<file path="src/rtl/code_serializer_if.sv">
// Producer handshake and serial-output bundle for code_serializer.
interface code_serializer_if #(
  parameter int WIDTH = 4
);
  logic [WIDTH-1:0] code_in;
  logic             code_valid;
  logic             code_ready;
  logic             seq;
  logic             bit_valid;
  logic             frame_start;
  logic             busy;

  modport master (
    output code_in, code_valid,
    input  code_ready, seq, bit_valid, frame_start, busy
  );

  modport slave (
    input  code_in, code_valid,
    output code_ready, seq, bit_valid, frame_start, busy
  );
endinterface

</file>
<file path="src/rtl/code_serializer.sv">
// Parallel codes -> MSB-first bits on seq (BIT_DIV clocks/bit, GAP zero bits after each word); first bit one clock after
// transfer from the one-word hold register, code_ready = hold empty. CODE_SERIALIZER_PARITY_EN appends an even-parity bit.
module code_serializer #(
  parameter int WIDTH   = 4,
  parameter int BIT_DIV = 1,
  parameter int GAP     = 2
) (
  input  logic             clock,
  input  logic             resetphase_n,
  code_serializer_if.slave bus
);
  localparam int BIT_W = (WIDTH > 1) ? $clog2(WIDTH) : 1;
  localparam int DIV_W = (BIT_DIV > 1) ? $clog2(BIT_DIV) : 1;
  localparam int GAP_W = (GAP > 1) ? $clog2(GAP) : 1;
  localparam logic [BIT_W-1:0] BIT_LAST = BIT_W'(WIDTH - 1);
  localparam logic [DIV_W-1:0] DIV_LAST = DIV_W'(BIT_DIV - 1);
  localparam logic [GAP_W-1:0] GAP_LAST = GAP_W'((GAP > 0) ? GAP - 1 : 0);

  typedef enum logic [1:0] {
    ST_IDLE,
    ST_SHIFT,
`ifdef CODE_SERIALIZER_PARITY_EN
    ST_PAR,
`endif
    ST_GAP
  } state_t;

  state_t           r_state, w_state_nxt;
  logic [WIDTH-1:0] r_hold;
  logic [WIDTH-1:0] r_shift, w_shift_nxt;
  logic             r_hold_full, w_hold_full_nxt;
  logic [BIT_W-1:0] r_bit_cnt, w_bit_nxt;
  logic [DIV_W-1:0] r_div_cnt, w_div_nxt;
  logic [GAP_W-1:0] r_gap_cnt, w_gap_nxt;
`ifdef CODE_SERIALIZER_PARITY_EN
  logic             r_par, w_par_nxt;
`endif
  logic             r_seq, r_bit_valid, r_frame_start, r_busy;
  logic             w_seq_nxt, w_bv_nxt, w_fs_nxt;
  logic             w_accept, w_xfer, w_div_last, w_word_done, w_tail;

  assign w_accept   = bus.code_valid & ~r_hold_full;
  assign w_div_last = (r_div_cnt == DIV_LAST);

  always_comb begin
    w_state_nxt = r_state;
    w_shift_nxt = r_shift;
    w_bit_nxt   = r_bit_cnt;
    w_gap_nxt   = r_gap_cnt;
    w_div_nxt   = '0;
    w_xfer      = 1'b0;
    w_word_done = 1'b0;
    w_tail      = 1'b0;

    if (r_state != ST_IDLE && !w_div_last)
      w_div_nxt = r_div_cnt + 1'b1;

    case (r_state)
      ST_IDLE: w_xfer = r_hold_full;
      ST_SHIFT: begin
        if (w_div_last) begin
          if (r_bit_cnt == BIT_LAST) begin
`ifdef CODE_SERIALIZER_PARITY_EN
            w_state_nxt = ST_PAR;
`else
            w_word_done = 1'b1;
`endif
          end else begin
            w_bit_nxt   = r_bit_cnt + 1'b1;
            w_shift_nxt = r_shift << 1;
          end
        end
      end
`ifdef CODE_SERIALIZER_PARITY_EN
      ST_PAR: w_word_done = w_div_last;
`endif
      ST_GAP: begin
        if (w_div_last) begin
          if (r_gap_cnt == GAP_LAST) w_tail = 1'b1;
          else                       w_gap_nxt = r_gap_cnt + 1'b1;
        end
      end
      default: w_state_nxt = ST_IDLE;
    endcase

    if (w_word_done) begin
      if (GAP > 0) begin
        w_state_nxt = ST_GAP;
        w_gap_nxt   = '0;
      end else begin
        w_tail = 1'b1;
      end
    end

    // End of a frame chains straight into the held word, so GAP=0 runs back-to-back.
    if (w_tail) begin
      if (r_hold_full) w_xfer      = 1'b1;
      else             w_state_nxt = ST_IDLE;
    end

    if (w_xfer) begin
      w_state_nxt = ST_SHIFT;
      w_shift_nxt = r_hold;
      w_bit_nxt   = '0;
    end

    w_hold_full_nxt = w_xfer ? 1'b0 : (w_accept ? 1'b1 : r_hold_full);

    w_seq_nxt = (w_state_nxt == ST_SHIFT) & w_shift_nxt[WIDTH-1];
    w_bv_nxt  = (w_state_nxt == ST_SHIFT);
    w_fs_nxt  = (w_state_nxt == ST_SHIFT) && (w_bit_nxt == '0);
`ifdef CODE_SERIALIZER_PARITY_EN
    w_par_nxt = w_xfer ? ^r_hold : r_par;
    if (w_state_nxt == ST_PAR) begin
      w_seq_nxt = w_par_nxt;
      w_bv_nxt  = 1'b1;
    end
`endif
  end

  always_ff @(posedge clock or negedge resetphase_n) begin
    if (!resetphase_n) begin
      r_state       <= ST_IDLE;
      r_hold        <= '0;
      r_hold_full   <= 1'b0;
      r_shift       <= '0;
      r_bit_cnt     <= '0;
      r_div_cnt     <= '0;
      r_gap_cnt     <= '0;
`ifdef CODE_SERIALIZER_PARITY_EN
      r_par         <= 1'b0;
`endif
      r_seq         <= 1'b0;
      r_bit_valid   <= 1'b0;
      r_frame_start <= 1'b0;
      r_busy        <= 1'b0;
    end else begin
      r_state       <= w_state_nxt;
      r_hold_full   <= w_hold_full_nxt;
      r_shift       <= w_shift_nxt;
      r_bit_cnt     <= w_bit_nxt;
      r_div_cnt     <= w_div_nxt;
      r_gap_cnt     <= w_gap_nxt;
`ifdef CODE_SERIALIZER_PARITY_EN
      r_par         <= w_par_nxt;
`endif
      r_seq         <= w_seq_nxt;
      r_bit_valid   <= w_bv_nxt;
      r_frame_start <= w_fs_nxt;
      r_busy        <= (w_state_nxt != ST_IDLE);
      if (w_accept) r_hold <= bus.code_in;
    end
  end

  assign bus.code_ready  = ~r_hold_full;
  assign bus.seq         = r_seq;
  assign bus.bit_valid   = r_bit_valid;
  assign bus.frame_start = r_frame_start;
  assign bus.busy        = r_busy;
endmodule

</file>
<file path="src/flat_wrapper.sv">
// flat-port wrapper written by rule: the top's interface ports become plain ports
module code_serializer_flat 
#(
  parameter int WIDTH   = 4,
  parameter int BIT_DIV = 1,
  parameter int GAP     = 2
)
  (clock, resetphase_n, bus_code_in, bus_code_valid, bus_code_ready, bus_seq, bus_bit_valid, bus_frame_start, bus_busy);
  code_serializer_if #(.WIDTH(WIDTH)) bus_i ();
  input  logic clock;
  input  logic resetphase_n;
  input wire logic [$bits(bus_i.code_in)-1:0] bus_code_in;
  input wire logic [$bits(bus_i.code_valid)-1:0] bus_code_valid;
  output wire logic [$bits(bus_i.code_ready)-1:0] bus_code_ready;
  output wire logic [$bits(bus_i.seq)-1:0] bus_seq;
  output wire logic [$bits(bus_i.bit_valid)-1:0] bus_bit_valid;
  output wire logic [$bits(bus_i.frame_start)-1:0] bus_frame_start;
  output wire logic [$bits(bus_i.busy)-1:0] bus_busy;
  assign bus_i.code_in = bus_code_in;
  assign bus_i.code_valid = bus_code_valid;
  assign bus_code_ready = bus_i.code_ready;
  assign bus_seq = bus_i.seq;
  assign bus_bit_valid = bus_i.bit_valid;
  assign bus_frame_start = bus_i.frame_start;
  assign bus_busy = bus_i.busy;
  code_serializer #(.WIDTH(WIDTH), .BIT_DIV(BIT_DIV), .GAP(GAP)) u_core (.clock(clock), .resetphase_n(resetphase_n), .bus(bus_i));
endmodule
</file>
<file path="config.mk">
export PLATFORM = sky130hd
export DESIGN_NAME = code_serializer_flat
export DESIGN_NICKNAME = d
export VERILOG_FILES = /design/src/rtl/code_serializer_if.sv /design/src/rtl/code_serializer.sv /design/src/flat_wrapper.sv
export SDC_FILE = /design/constraint.sdc
export NUM_CORES = 1
export LEC_CHECK = 0
export CAP_MARGIN = 40
export CORE_UTILIZATION = 45
export DETAILED_ROUTE_END_ITERATION = 8
export PLACE_DENSITY = 0.66
export SLEW_MARGIN = 15
export SYNTH_ARGS = -nofsm -noshare
export SYNTH_HDL_FRONTEND = slang
export SYNTH_SLANG_ARGS = --single-unit
</file>
<file path="constraint.sdc">
create_clock -name clock -period 1.6 [get_ports clock]
set_input_delay 0.16 -clock clock [delete_from_list [all_inputs] [get_ports clock]]
set_output_delay 0.16 -clock clock [all_outputs]
set_load 0.005 [all_outputs]
</file>
Word-level counts from Yosys, hierarchy flattened

Cells that the tools add are included.

Register bits after elaboration: 19
Output and inout bits: 5
Word-level logic and storage cells: 66

Add/sub/neg operators: 3
Equal/unequal tests: 7
Multiplexer cells: 29
Bitwise operators: 3
Reductions and logical operators: 12

Operators by type and width:

| operator                                              | number |
|---|---|
| 2-to-1 mux 2 bit                                      | 9 |
| 2-to-1 mux 1 bit                                      | 16 |
| 2-to-1 mux 4 bit                                      | 4 |
| nonzero test 2 bit                                    | 5 |
| equality test 2 x 1 -> 1 bit, second input constant   | 2 |
| equality test 2 bit, second input constant            | 2 |
| logical NOT 2 bit                                     | 2 |
| inequality test 2 bit, second input constant          | 2 |
| AND reduction 3 bit                                   | 1 |
| OR reduction 3 bit                                    | 1 |
| adder 1 bit, second input constant                    | 2 |
| adder 2 x 1 -> 2 bit, second input constant           | 1 |
| bitwise AND 1 bit                                     | 2 |
| logical AND 1 bit                                     | 2 |
| inequality test 2 x 1 -> 1 bit, second input constant | 1 |
| AND reduction 2 bit                                   | 1 |
| NOT 1 bit                                             | 1 |

Longest topological paths before layout

Depth after elaboration: 10
Gate-level depth with buffers: 4
Mapped depth without buffers: 3

Worst setup path after synthesis

Ideal clock, no wire load.

Kind: reg-to-reg
Start: register u_core.r_state[0]
End: register u_core.r_shift[1]
Library setup time: 0.129 ns
Arrival time: 1.038 ns
Slack: 0.433 ns
Stages on the path, launching flop included: 4
Buffers on the path: 0
Period minus slack after synthesis: 1.167 ns
Cell sequence: dfrtp_1 > or3b_4 > o21ai_1 > a31oi_1

Cells in the longest elaborated chain, start to end: 6

RTL lines:

| item                                                                 | line                   | text |
|---|---|---|
| start, declared                                                      | code_serializer.sv:28  | `state_t r_state, w_state_nxt;` |
| start signal, assigned                                               | code_serializer.sv:138 | `r_state <= w_state_nxt;` |
| logical NOT 2 bit                                                    | code_serializer.sv:58  | `case (r_state)` |
| 2-to-1 mux 1 bit                                                     | code_serializer.sv:58  |  |
| 2-to-1 mux 1 bit                                                     | code_serializer.sv:97  | `if (r_hold_full) w_xfer = 1'b1;` |
| 2-to-1 mux 1 bit                                                     | code_serializer.sv:96  | `if (w_tail) begin` |
| inequality test 2 bit (no source line), or another cell as far along | n/a                    |  |
| AND reduction 3 bit (no source line)                                 | n/a                    |  |
| end signal, assigned                                                 | code_serializer.sv:140 | `r_shift <= w_shift_nxt;` |
| end, declared                                                        | code_serializer.sv:30  | `logic [WIDTH-1:0] r_shift, w_shift_nxt;` |

Several ways; a longest one is shown, not always the timed one.
A chain may end at the register's enable or synchronous reset.

Final worst setup path

Start: register u_core.r_hold_full
End: output bus_code_ready

Cells in the longest elaborated chain, start to end: 1

RTL lines:

| item                   | line                   | text |
|---|---|---|
| start, declared        | code_serializer.sv:31  | `logic r_hold_full, w_hold_full_nxt;` |
| start signal, assigned | code_serializer.sv:139 | `r_hold_full <= w_hold_full_nxt;` |
| NOT 1 bit              | code_serializer.sv:155 | `assign bus.code_ready = ~r_hold_full;` |
| end, declared          | flat_wrapper.sv:14     | `output wire logic [$bits(bus_i.code_ready)-1:0] bus_code_ready;` |

Every way passes these cells.

==> impl_metrics.prom <==
# TYPE chip_impl_metric gauge
chip_impl_info{name="status",value="complete, no violations"} 1
chip_impl_info{name="worst_path_max_delay_cell",value="sky130_fd_sc_hd__clkdlybuf4s50_1"} 1
chip_impl_metric{name="period_needed",unit="ns"} 1.46
chip_impl_metric{name="synthDominantCellAreaShare",unit="%"} 56.0
chip_impl_metric{name="critical_path_arrival",unit="ns"} 1.30
chip_impl_info{name="rsz0062_at_grt",value="no"} 1
chip_impl_metric{name="antenna_cells",unit=""} 0
chip_impl_metric{name="report.final.slew_viol_count",unit=""} 0
chip_impl_metric{name="multiInputGateArea",unit="um2"} 349
chip_impl_metric{name="post-dp-hpwl",unit="um"} 1100
chip_impl_metric{name="cts.sink_count",unit=""} 19
chip_impl_metric{name="grt_antenna_before_repair",unit=""} 0
chip_impl_metric{name="register_area",unit="um2"} 475
chip_impl_metric{name="postCtsResizedCells",unit=""} 0
chip_impl_info{name="synth.area.top_cells",value="sky130_fd_sc_hd__dfrtp_1, sky130_fd_sc_hd__mux2_1, sky130_fd_sc_hd__a211oi_1, sky130_fd_sc_hd__nand2b_4, sky130_fd_sc_hd__a31oi_1"} 1
chip_impl_metric{name="syn-instance-count",unit=""} 77
chip_impl_metric{name="drcViolationCount",unit=""} 0
chip_impl_metric{name="floorplan.io_pins",unit=""} 12
chip_impl_metric{name="drt_wl_total",unit="um"} 1530
chip_impl_metric{name="max-vdd-ir-drop",unit="mV"} 0.826
chip_impl_info{name="critPathKind",value="flip-flop to output pin"} 1
chip_impl_metric{name="final_core_util",unit="%"} 58.6
chip_impl_metric{name="clkLatencyLatePin",unit="ns"} 0.29
chip_impl_metric{name="clock.fmax",unit="MHz"} 683
chip_impl_metric{name="synth_warnings",unit=""} 0
chip_impl_metric{name="finalNetCount",unit=""} 100
chip_impl_metric{name="critical_path.max_fanout",unit=""} 4
chip_impl_metric{name="core.rowCount",unit=""} 15
chip_impl_metric{name="report.final.hold_viol_count",unit=""} 0
chip_impl_metric{name="die_width",unit="um"} 45.5
chip_impl_info{name="clockRootBuffer",value="sky130_fd_sc_hd__clkbuf_4"} 1
chip_impl_metric{name="wl_per_cell",unit="um"} 13.1
chip_impl_info{name="synth_most_common_cell",value="sky130_fd_sc_hd__dfrtp_1"} 1
chip_impl_metric{name="critical-path-max-stage-delay",unit="ns"} 0.49
chip_impl_metric{name="ys_ff_latch",unit=""} 19
chip_impl_metric{name="via_per_inst",unit=""} 5.15
chip_impl_info{name="worst_path_dominant_cell_family",value="buffers and inverters"} 1
chip_impl_metric{name="timing.critical_path.buf_inv",unit=""} 2
chip_impl_metric{name="path_clk_slew",unit="ns"} 0.10
chip_impl_info{name="yosys_most_used_dff",value="sky130_fd_sc_hd__dfrtp_1"} 1
chip_impl_metric{name="routabilityCongestion",unit=""} 0.832
chip_impl_metric{name="ys_seq_area_share",unit="%"} 56.0
chip_impl_metric{name="num_vias",unit=""} 603
chip_impl_metric{name="clock_path_buffers",unit=""} 2
chip_impl_info{name="cts_tree",value="done"} 1
chip_impl_metric{name="nFillCells",unit=""} 154
chip_impl_metric{name="drtAntennaViolNets",unit=""} 0
chip_impl_metric{name="synth_enable_flop_cells",unit=""} 0
chip_impl_metric{name="cap_violations",unit=""} 0
chip_impl_metric{name="grt_start_max_net_pins",unit=""} 20
chip_impl_metric{name="dpl-instance-area",unit="um2"} 996
chip_impl_metric{name="synth_fp_nets",unit=""} 84
chip_impl_metric{name="worst_ep_required_time",unit="ns"} 1.44
chip_impl_info{name="synth.top_cells.by_count",value="sky130_fd_sc_hd__dfrtp_1, sky130_fd_sc_hd__nand2_1, sky130_fd_sc_hd__nor2_1"} 1
chip_impl_info{name="timing.critical_path.to_type",value="output pin"} 1
chip_impl_metric{name="cts_max_level",unit=""} 1
chip_impl_metric{name="async_reset_ff_share",unit="%"} 100
chip_impl_info{name="synth_top_cell_by_area",value="sky130_fd_sc_hd__dfrtp_1"} 1
chip_impl_metric{name="grt_pass1_wl",unit="um"} 2720
chip_impl_metric{name="global_route.overflow_total",unit=""} 0
chip_impl_metric{name="die_area",unit="um2"} 2070
chip_impl_metric{name="synthDistinctLibCells",unit=""} 27
chip_impl_metric{name="final_layout_size_suffix_gt1_share",unit="%"} 12.0
chip_impl_metric{name="grt_use_total",unit="%"} 18.5
chip_impl_metric{name="p_per_area",unit="nW/um2"} 1780
chip_impl_info{name="hp-class",value="input pin to async pin"} 1
chip_impl_metric{name="final_area",unit="um2"} 1020
chip_impl_metric{name="floorplan.initialDensity",unit="%"} 48.7
chip_impl_metric{name="area_growth",unit="%"} 20.5
chip_impl_metric{name="floorplan.die.height",unit="um"} 45.5
chip_impl_metric{name="dr.first_iter.drc_count",unit=""} 26
chip_impl_metric{name="final.setup_skew",unit="ns"} 0.00323
chip_impl_metric{name="design.core.area",unit="um2"} 1750
chip_impl_info{name="timing.critical_path.from_type",value="flip-flop"} 1
chip_impl_metric{name="post_cts.repair.setup_buffers",unit=""} 0
chip_impl_metric{name="synthesis.area_per_instance",unit="um2"} 11.0
chip_impl_metric{name="leakagePower",unit="nW"} 0.445
chip_impl_metric{name="portBuffers",unit=""} 11
chip_impl_metric{name="final.setup.tns",unit="ns"} 0
chip_impl_metric{name="setup_violations",unit=""} 0
chip_impl_metric{name="synthesis.area",unit="um2"} 850
chip_impl_metric{name="cts_hold_repair.buffers",unit=""} 0
chip_impl_metric{name="final.period_utilization",unit="%"} 91.5
chip_impl_metric{name="first_global_vias",unit=""} 597
chip_impl_info{name="critical_path.cell_chain",value="inv_1 > clkdlybuf4s50_1"} 1
chip_impl_metric{name="firstDrtPassIters",unit=""} 4
chip_impl_metric{name="tritoncts.num_buffers",unit=""} 3
placed cells by master, fill, tap and decap left out, drive strengths merged:
master and count:
and2 1, a21oi 3, nand2b 3, clkbuf 3, a31oi 4, nor2b 2
nor2 5, nand2 6, buf 2, a21o 2, clkinv 1, mux2 3
o41ai 1, nor3b 1, nand3 2, a21boi 1, o21ai 6, conb 1
o2111ai 1, mux2i 2, or3b 1, a211oi 4, o2bb2ai 1, inv 4
clkdlybuf4s50 11, nand4 1, o31ai 1, dfrtp 19
where the power goes:
group | switching, mW | total (mW) | internal, mW
registers | 0.171 | 0.863 | 0.691
logic | 0.341 | 0.724 | 0.382
clock network | 0.140 | 0.233 | 0.0930
kinds of logic after synthesis:
group                  synth area share, %
AO/OA/AOI/OAI                         18.4
other                                0.441
flip-flops                            56.0
AND/OR/NAND/NOR                       15.9
buffers and inverters                 2.95
multiplexers                          6.33
sequential cells by signal, summed over array words and instances, names as in the netlist:
signal                  flops
u_core.r_hold               4
u_core.r_shift              4
u_core.r_state              2
u_core.r_hold_full          1
u_core.bus.seq              1
u_core.bus.bit_valid        1
u_core.bus.busy             1
u_core.r_bit_cnt            2
u_core.r_gap_cnt            1
u_core.r_div_cnt            1
u_core.bus.frame_start      1
path summary, 6_finish.rpt:
path	slack [ns]	from	depth (start not counted)	endpoint
worst max-delay path	0.14	u_core.r_hold_full	2	bus_code_ready
worst min-delay path	0.19	resetphase_n	2	u_core.r_bit_cnt[1]
worst max register to register	0.26	u_core.r_state[0]	3	u_core.r_shift[1]
worst min register to register	0.51	u_core.r_hold[2]	1	u_core.r_hold[2]
max in group asynchronous	1.22	resetphase_n	2	u_core.r_hold[0]
min in group clock	0.43	bus_code_in[0]	3	u_core.r_hold[0]
area by class of cell:
type	count	share of cell area (%)
Sequential cell	19	46.5
Multi-Input combinational cell	52	34.1
Timing Repair Buffer	13	12.2
Tap cell	25	3.06
Clock buffer	3	2.20
Inverter	4	1.47
Clock inverter	1	0.489
metal layers:
metal	wire length, um	global-route usage (%)	vias up
li1	-	-	307
met1	782	26.9	285
met2	710	27.1	11
met3	37	2.38	0
met4	0	9.09	0
met5	0	0	-
through the flow:
stage          instances  power, mW  setup WS [ns]  hold WS (ns)
6_report             117       1.82          0.136         0.187
4_1_cts              117       1.84          0.109         0.190
5_1_grt              117       1.99         0.0849         0.204
2_1_floorplan         77       1.33          0.433        -0.136
3_3_place_gp         113       1.58          0.177         0.480
3_5_place_dp         113       1.60          0.135         0.490
(Power assumes the default switching activity.)
